## src/rtl/intt_seq.sv

```systemverilog
// intt_seq: area-oriented inverse NTT using a single multiply-accumulate datapath, O(N^2) cycles.
// Optional macro INTT_SCALE_EN: when defined, SCALE multiplies by n_inv; otherwise res = acc.
module intt_seq #(
  parameter int N  = 128,
  parameter int CW = 4,
  parameter int QW = 8
) (
  input  logic                 clk,
  input  logic                 rst,
  input  logic                 start,
  input  logic [QW-1:0]        q,
  input  logic [QW-1:0]        w_inv,
  input  logic [QW-1:0]        n_inv,
  input  logic                 in_valid,
  output logic                 in_ready,
  input  logic [CW-1:0]        in_data,
  output logic                 out_valid,
  input  logic                 out_ready,
  output logic [QW-1:0]        out_data,
  output logic [$clog2(N)-1:0] out_index,
  output logic                 busy,
  output logic                 done,
  output logic                 err
);

  localparam int IW = $clog2(N);
  localparam int PW = 2 * QW + 1;

  typedef enum logic [2:0] {S_IDLE, S_LOAD, S_MAC, S_SCALE, S_EMIT} state_t;

  state_t          state, state_nx;
  logic [QW-1:0]   q_r, w_r;
  logic [IW-1:0]   i_cnt, j_cnt;
  logic [QW-1:0]   t, p, acc, res;
  logic [QW-1:0]   mem [N];
  logic            in_hs, out_hs, i_last, j_last, q_ok;
  logic [PW-1:0]   q_ext, mac_sum;
  logic [QW-1:0]   ld_val, acc_nx, p_nx, t_nx, res_nx, w_mod;

  assign in_hs  = (state == S_LOAD) && in_valid;
  assign out_hs = (state == S_EMIT) && out_ready;
  assign i_last = (i_cnt == IW'(N - 1));
  assign j_last = (j_cnt == IW'(N - 1));
  assign q_ok   = (q >= QW'(2));

  // Outputs come from state or registers only, never straight from inputs.
  assign in_ready  = (state == S_LOAD);
  assign out_valid = (state == S_EMIT);
  assign busy      = (state != S_IDLE);
  assign out_data  = res;
  assign out_index = j_cnt;

  // Every product is 2*QW bits and reduced mod q in the same cycle.
  assign q_ext   = PW'(q_r);
  assign mac_sum = PW'(mem[i_cnt]) * PW'(p) + PW'(acc);
  assign acc_nx  = QW'(mac_sum % q_ext);
  assign p_nx    = QW'((PW'(p) * PW'(t)) % q_ext);
  assign t_nx    = QW'((PW'(t) * PW'(w_r)) % q_ext);
  assign ld_val  = QW'(PW'(in_data) % q_ext);
  assign w_mod   = w_inv % q;

`ifdef INTT_SCALE_EN
  logic [QW-1:0] ninv_r;
  assign res_nx = QW'((PW'(acc) * PW'(ninv_r)) % q_ext);
`else
  // n_inv has no function without scaling; reduce it so it is visibly consumed.
  logic unused_ninv;
  assign unused_ninv = ^n_inv;
  assign res_nx      = acc;
`endif

  // NOTE: registered state uses non-blocking assignments so every flop samples pre-edge values.
  always_ff @(posedge clk) begin
    if (rst) state <= S_IDLE;
    else     state <= state_nx;
  end

  // NOTE: state_nx gets a default before the case so no path leaves it unassigned (no latch).
  always_comb begin
    state_nx = state;
    case (state)
      S_IDLE:  if (start && q_ok)   state_nx = S_LOAD;
      S_LOAD:  if (in_hs && i_last) state_nx = S_MAC;
      S_MAC:   if (i_last)          state_nx = S_SCALE;
      S_SCALE:                      state_nx = S_EMIT;
      S_EMIT:  if (out_hs)          state_nx = j_last ? S_IDLE : S_MAC;
      default:                      state_nx = S_IDLE;
    endcase
  end

  // NOTE: the coefficient buffer is not reset; LOAD overwrites every entry before MAC reads it.
  always_ff @(posedge clk) begin
    if (in_hs) mem[i_cnt] <= ld_val;
  end

  always_ff @(posedge clk) begin
    if (rst) begin
      q_r   <= '0;
      w_r   <= '0;
      i_cnt <= '0;
      j_cnt <= '0;
      t     <= '0;
      p     <= '0;
      acc   <= '0;
      res   <= '0;
      done  <= 1'b0;
      err   <= 1'b0;
`ifdef INTT_SCALE_EN
      ninv_r <= '0;
`endif
    end else begin
      done <= 1'b0;
      err  <= 1'b0;
      case (state)
        S_IDLE: begin
          if (start && q_ok) begin
            q_r   <= q;
            w_r   <= w_mod;
            i_cnt <= '0;
            j_cnt <= '0;
            t     <= '0;
            p     <= '0;
            acc   <= '0;
`ifdef INTT_SCALE_EN
            ninv_r <= n_inv % q;
`endif
          end else if (start) begin
            err <= 1'b1;
          end
        end
        S_LOAD: begin
          if (in_hs) begin
            i_cnt <= i_cnt + 1'b1;
            if (i_last) begin
              j_cnt <= '0;
              t     <= QW'(1);
              p     <= QW'(1);
              acc   <= '0;
            end
          end
        end
        S_MAC: begin
          acc   <= acc_nx;
          p     <= p_nx;
          i_cnt <= i_cnt + 1'b1;
        end
        S_SCALE: begin
          res <= res_nx;
          t   <= t_nx;  // advances t to w_inv^(j+1) for the next output
        end
        S_EMIT: begin
          if (out_hs && !j_last) begin
            j_cnt <= j_cnt + 1'b1;
            acc   <= '0;
            p     <= QW'(1);
          end
          if (out_hs && j_last) done <= 1'b1;
        end
        default: ;
      endcase
    end
  end

endmodule

```

## config.mk

```make
export PLATFORM = sky130hd
export DESIGN_NAME = intt_seq
export DESIGN_NICKNAME = d
export VERILOG_FILES = /design/src/rtl/intt_seq.sv
export SDC_FILE = /design/constraint.sdc
export NUM_CORES = 2
export LEC_CHECK = 0
export ABC_AREA = 1
export BUFFER_PORTS_ARGS = -buffer_cell sky130_fd_sc_hd__buf_2
export CELL_PAD_IN_SITES_DETAIL_PLACEMENT = 0
export CELL_PAD_IN_SITES_GLOBAL_PLACEMENT = 1
export CORE_UTILIZATION = 40
export CTS_CLUSTER_DIAMETER = 80
export DETAILED_ROUTE_END_ITERATION = 10
export HOLD_SLACK_MARGIN = 0.15
export PLACE_DENSITY_LB_ADDON = 0.1
export SYNTH_ARGS = -nofsm -noshare
export SYNTH_HDL_FRONTEND = slang
export SYNTH_SLANG_ARGS = --single-unit
```

## constraint.sdc

```tcl
create_clock -name clk -period 78.7 [get_ports clk]
set_input_delay 7.87 -clock clk [delete_from_list [all_inputs] [get_ports clk]]
set_output_delay 7.87 -clock clk [all_outputs]
set_load 0.01 [all_outputs]
```

# After elaboration in Yosys (flattened, before gate mapping)
# Memories as Yosys holds them, arrays and structs flattened. A register that Yosys moved wholly into a read port is not among the register bits.
# Cells that the tools add are included.
[word_totals]
ff_bits = 67
ram_bits = 1024
in_bits = 33
out_inout_bits = 20
elab_cells = 89
mem_count = 1
[op_classes]
add_sub_neg = 3
multipliers = 3
div = 5
magnitude_cmp = 1
n_eq_ne = 13
muxes = 29
bitwise_logic = 2
n_reduce_logical = 21
[memory_table]
columns = ["memory", "words", "width", "rd", "rd_clocked_by_memory_dff", "wr", "line_no", "source"]
rows = [
  ["mem", 128, 8, 1, 1, 1, "35", "logic [QW-1:0] mem [N];"],
]
[ops]
columns = ["op", "count"]
rows = [
  ["$pmux 8 s4", 2],
  ["$mux 8", 7],
  ["$mux 7", 7],
  ["$mul 8x8->16", 3],
  ["$pmux 7 s3", 2],
  ["$mod 16x8->17", 2],
  ["$pmux 8 s3", 1],
  ["$add 16x8->17", 1],
  ["$mod 17x8->17", 1],
  ["$mod 4x8->17", 1],
  ["$pmux 3 s5", 1],
  ["$add 7x1->7 const B", 2],
  ["$eq 7x7->1 const B", 2],
  ["$mux 3", 4],
  ["$reduce_bool 3->1", 4],
  ["$ne 2x1->1 const B", 5],
  ["$reduce_and 5->1", 2],
  ["$ge 8x2->1 const B", 1],
  ["$mod 8x8->8", 1],
  ["$reduce_and 4->1", 2],
  ["$eq 3x2->1 const B", 2],
  ["$logic_and 1x1->1", 6],
  ["$mux 1", 4],
  ["$ne 2x2->1 const B", 2],
  ["11 further kinds", 12],
]

# Longest topological paths before layout
[depth]
ltp_word = 6
depth_mapped = 266
mapped_depth_nobuf = 252

# Worst setup path after synthesis
# OpenSTA, ideal clock, no wires.
[synth_path]
path_kind = "register -> register"
start = "register (tool-made name)"
end = "register acc[0]"
setup_ns = 0.070
arrival_ns = 35.267
t_required_ns = 78.630
path_slack_ns = 43.363
path_stages_with_launch = 258
n_path_buf = 15
synth_period_minus_slack_ns = 35.337
path_cell_list = "dfxtp_1 -> clkbuf_1 -> clkbuf_1 -> clkbuf_1 -> clkbuf_1 -> clkbuf_1 -> nor2_1 -> o22ai_1 -> nor2_1 -> o32ai_1 -> nor2_1 -> o21ai_0 -> nand2_1 -> inv_1 -> nand2_1 -> fa_1 -> fa_1 -> inv_1 -> [... 222 more ...] -> o21ai_1 -> inv_1 -> ha_1 -> a21oi_1 -> o21ai_0 -> a21oi_1 -> o21ai_0 -> a21oi_1 -> o21bai_1 -> a221oi_1 -> o221ai_1 -> nor2_1 -> nand2_2 -> nor2_8 -> nand3_4 -> nand2_1 -> nand3_1 -> a21oi_1"
[synth_rtl]
columns = ["item", "line_no", "source"]
rows = [
  ["end signal, assigned", "143", "acc <= acc_nx;"],
  ["end, declared", "34", "logic [QW-1:0] t, p, acc, res;"],
]

==> metrics.txt <==
worst hold path type=reg2reg; Die Y-Extent=approximately 440 um; flops & latches, synth=1098; Worst Max-Slew Pin Slew=about 1.2 ns; Final Hold Viols=0; worst hold start=acc[5]; clk_lat worst skew=about 0.73 ns; Fill cells=around 19000; ys async rst share=0%; Routed WL=roughly 210 mm; EDFF count, synth=just over 1000; largest net degree at the start of global routing=153; most frequent cells in the layout=nand2_1 (1341), nor2_1 (1150), edfxtp_1 (1024); YS warnings=0; Post-CTS Setup Inserts=0; drc violations=0; post-CTS sizing=0; row cnt=between 150 and 200; layout cell share with drive strength beyond 1=approximately 8.5%; IO Pins=53; Worst Path Required=roughly 79 ns; sequential area share after synthesis=between 40% and 50%; Sink Count=1098; TritonRoute pass-1 iters=6; syn avg cell area=between 8 and 9 um^2; R2R cell count=roughly 250; reg2reg end=acc[7]; FF-to-FF setup slack=~36 ns; initial antenna violation count=3; Crit. End Element=flop; Setup CP Type=reg2reg; hpwl dp=between 100 and 150 mm; Area growth syn-to-layout=8.14%; Placed Cells=~11000; Initial Util=roughly two fifths; vias per cell=between 5 and 6; Final Non-Filler Cells=around 11000; Core ar.=0.190 mm^2; TritonCTS buffer count=110; outcome=finished, final reports clean; most used flip-flop cell after synthesis=edfxtp_1; kind of start point of the critical path=flop; CTS max path bufs=3; nets=around 9400; number of port buffers=44; Setup Skew=between 0.03 and 0.04 ns; maximum clock rate=23.6 MHz; Die Wd=between 400 and 500 um; htree depth=3; Final Setup Violations=0; global route overflow=0; hold_ws=~0.47 ns; RSZ-0062 raised after global routing=false; hold path depth=2; vias in the first global route=approximately 57000; Relative slew margins=around 18%; most frequent CP cell=nand2_1; Worst-path clk slew=about 0.060 ns; total number of vias=around 60000; most common cell after layout, fill and taps aside=nand2_1; Synth cell types=81; post-synthesis instance total=between 8000 and 9000; Max FO, Critical Path=approximately 120; Post-Route Setup TNS=0 ns; initial drt markers=~3500; Final Critical Period=between 40 and 50 ns; hold buffers post-CTS=0; GRT Util Overall=21.7%; MaxCap Viol Count=0; Clock Root Buffer=clkbuf_16; arrival time at the worst endpoint=~43 ns; crit share post-route=a little over half; first-pass GRT wire length=roughly 330 mm; Slew Limit Fails=0; routability cong.=0.824; TritonCTS clock tree=done; Worst Hold Endpoint=acc[5]; CP max stage delay=a little over 0.7 ns; DR WL/cell=roughly 19 um; Die Area=approximately 0.19 mm^2; ant diodes=0; CP max-delay cell=buf_4; ANT nets after route=0; Cell Area, Synth=between 0.07 and 0.08 mm^2
[worst max-delay path: cells and delay by family (launching register included)]
kind	cells	cell delay [ns]
flops	1	0.53
fa+ha+maj	22	7.71
buf+inv	38	5.52
compound gates	74	14.53
simple gates	112	13.66
[flip-flops by register name, indices dropped and copies added (netlist names), named ones only]
name       cells
out_data       8
acc            8
w_r            8
q_r            8
i_cnt          7
t              8
out_index      7
done           1
err            1
state          3
p              8
mem         1024
[worst max path at each step]
stage          startpoint      to  slack (ns)  depth (start not counted)
3_3_place_gp         flop  acc[6]       36.37                        246
5_1_grt              flop  acc[7]       31.30                        246
4_1_cts              flop  acc[5]       35.91                        246
6_report             flop  acc[7]       36.26                        246
3_5_place_dp         flop  acc[5]       36.06                        246
2_1_floorplan        flop  acc[0]       43.36                        257
[metrics by stage]
stage / utilization, % / cell area (um^2) / setup slack, ns
after floorplan: - / 76500 / 43.36
after global placement: 41.6 / 79100 / 36.37
after global routing: 43.5 / 82700 / 31.30
after CTS: 43.5 / 82700 / 35.91
final: 43.5 / 82700 / 36.26
after detailed placement: 41.6 / 79100 / 36.06
[synthesized netlist by cell type, drive strengths merged, types with 2 or more instances]
cell / count / area [um^2]
a31oi: 9 / 56.3
fa: 121 / 2420
nand2: 1500 / 6240
nand3b: 17 / 131
o22ai: 259 / 1620
edfxtp: 1024 / 30700
o31ai: 31 / 233
a2111oi: 2 / 17.5
a21oi: 287 / 1490
o32ai: 8 / 70.1
nor4: 8 / 50.1
nand4: 90 / 621
a211oi: 8 / 60.1
o211ai: 15 / 113
clkinv: 12 / 57.6
o311ai: 14 / 123
nor3b: 2 / 15.0
ha: 589 / 7370
and2: 3 / 20.0
buf: 22 / 155
o21ai: 1038 / 5340
a21o: 86 / 652
a221oi: 2 / 17.5
clkbuf: 302 / 1310
xor2: 181 / 1590
o21a: 8 / 61.3
inv: 964 / 3650
nand3: 400 / 2400
nor3: 61 / 333
xnor2: 166 / 1450
nor2: 1230 / 5150
or3: 2 / 12.5
o21bai: 59 / 462
a21boi: 7 / 60.1
or2: 65 / 407
and3: 3 / 20.0
dfxtp: 74 / 1480
o221ai: 48 / 420
[routing by layer]
layer  global-route usage [%]  vias up  routed length [um]
li1                         -    29700                   -
met1                     29.3    28000               98100
met2                     37.5      990              102000
met3                     1.95      246                7880
met4                     5.30        4                4770
met5                        0        -                  27
[cells by family after synthesis]
group / Yosys count / share of synthesized area (%)
adder cells (fa/ha/maj): 710 / 12.8
flip-flops: 1098 / 42.2
other: 1 / 0.00490
AND/OR/NAND/NOR: 3383 / 20.2
buffers and inverters: 1301 / 6.78
XOR/XNOR: 347 / 3.97
AO/OA/AOI/OAI: 1882 / 14.1
[final cells by class]
type	instances	area, um^2	share of cell area [%]
flip-flops and latches	1098	32200	39.0
well taps	2511	3140	3.80
repair buffers	120	841	1.02
clock buffers	131	2850	3.45
clock inverters	69	717	0.867
multi-input cells	6335	39200	47.4
inverters	976	3730	4.51
Power is left out: the tool's default activity adds up to more than one toggle a clock period on the data nets, which glitch-free logic cannot reach.
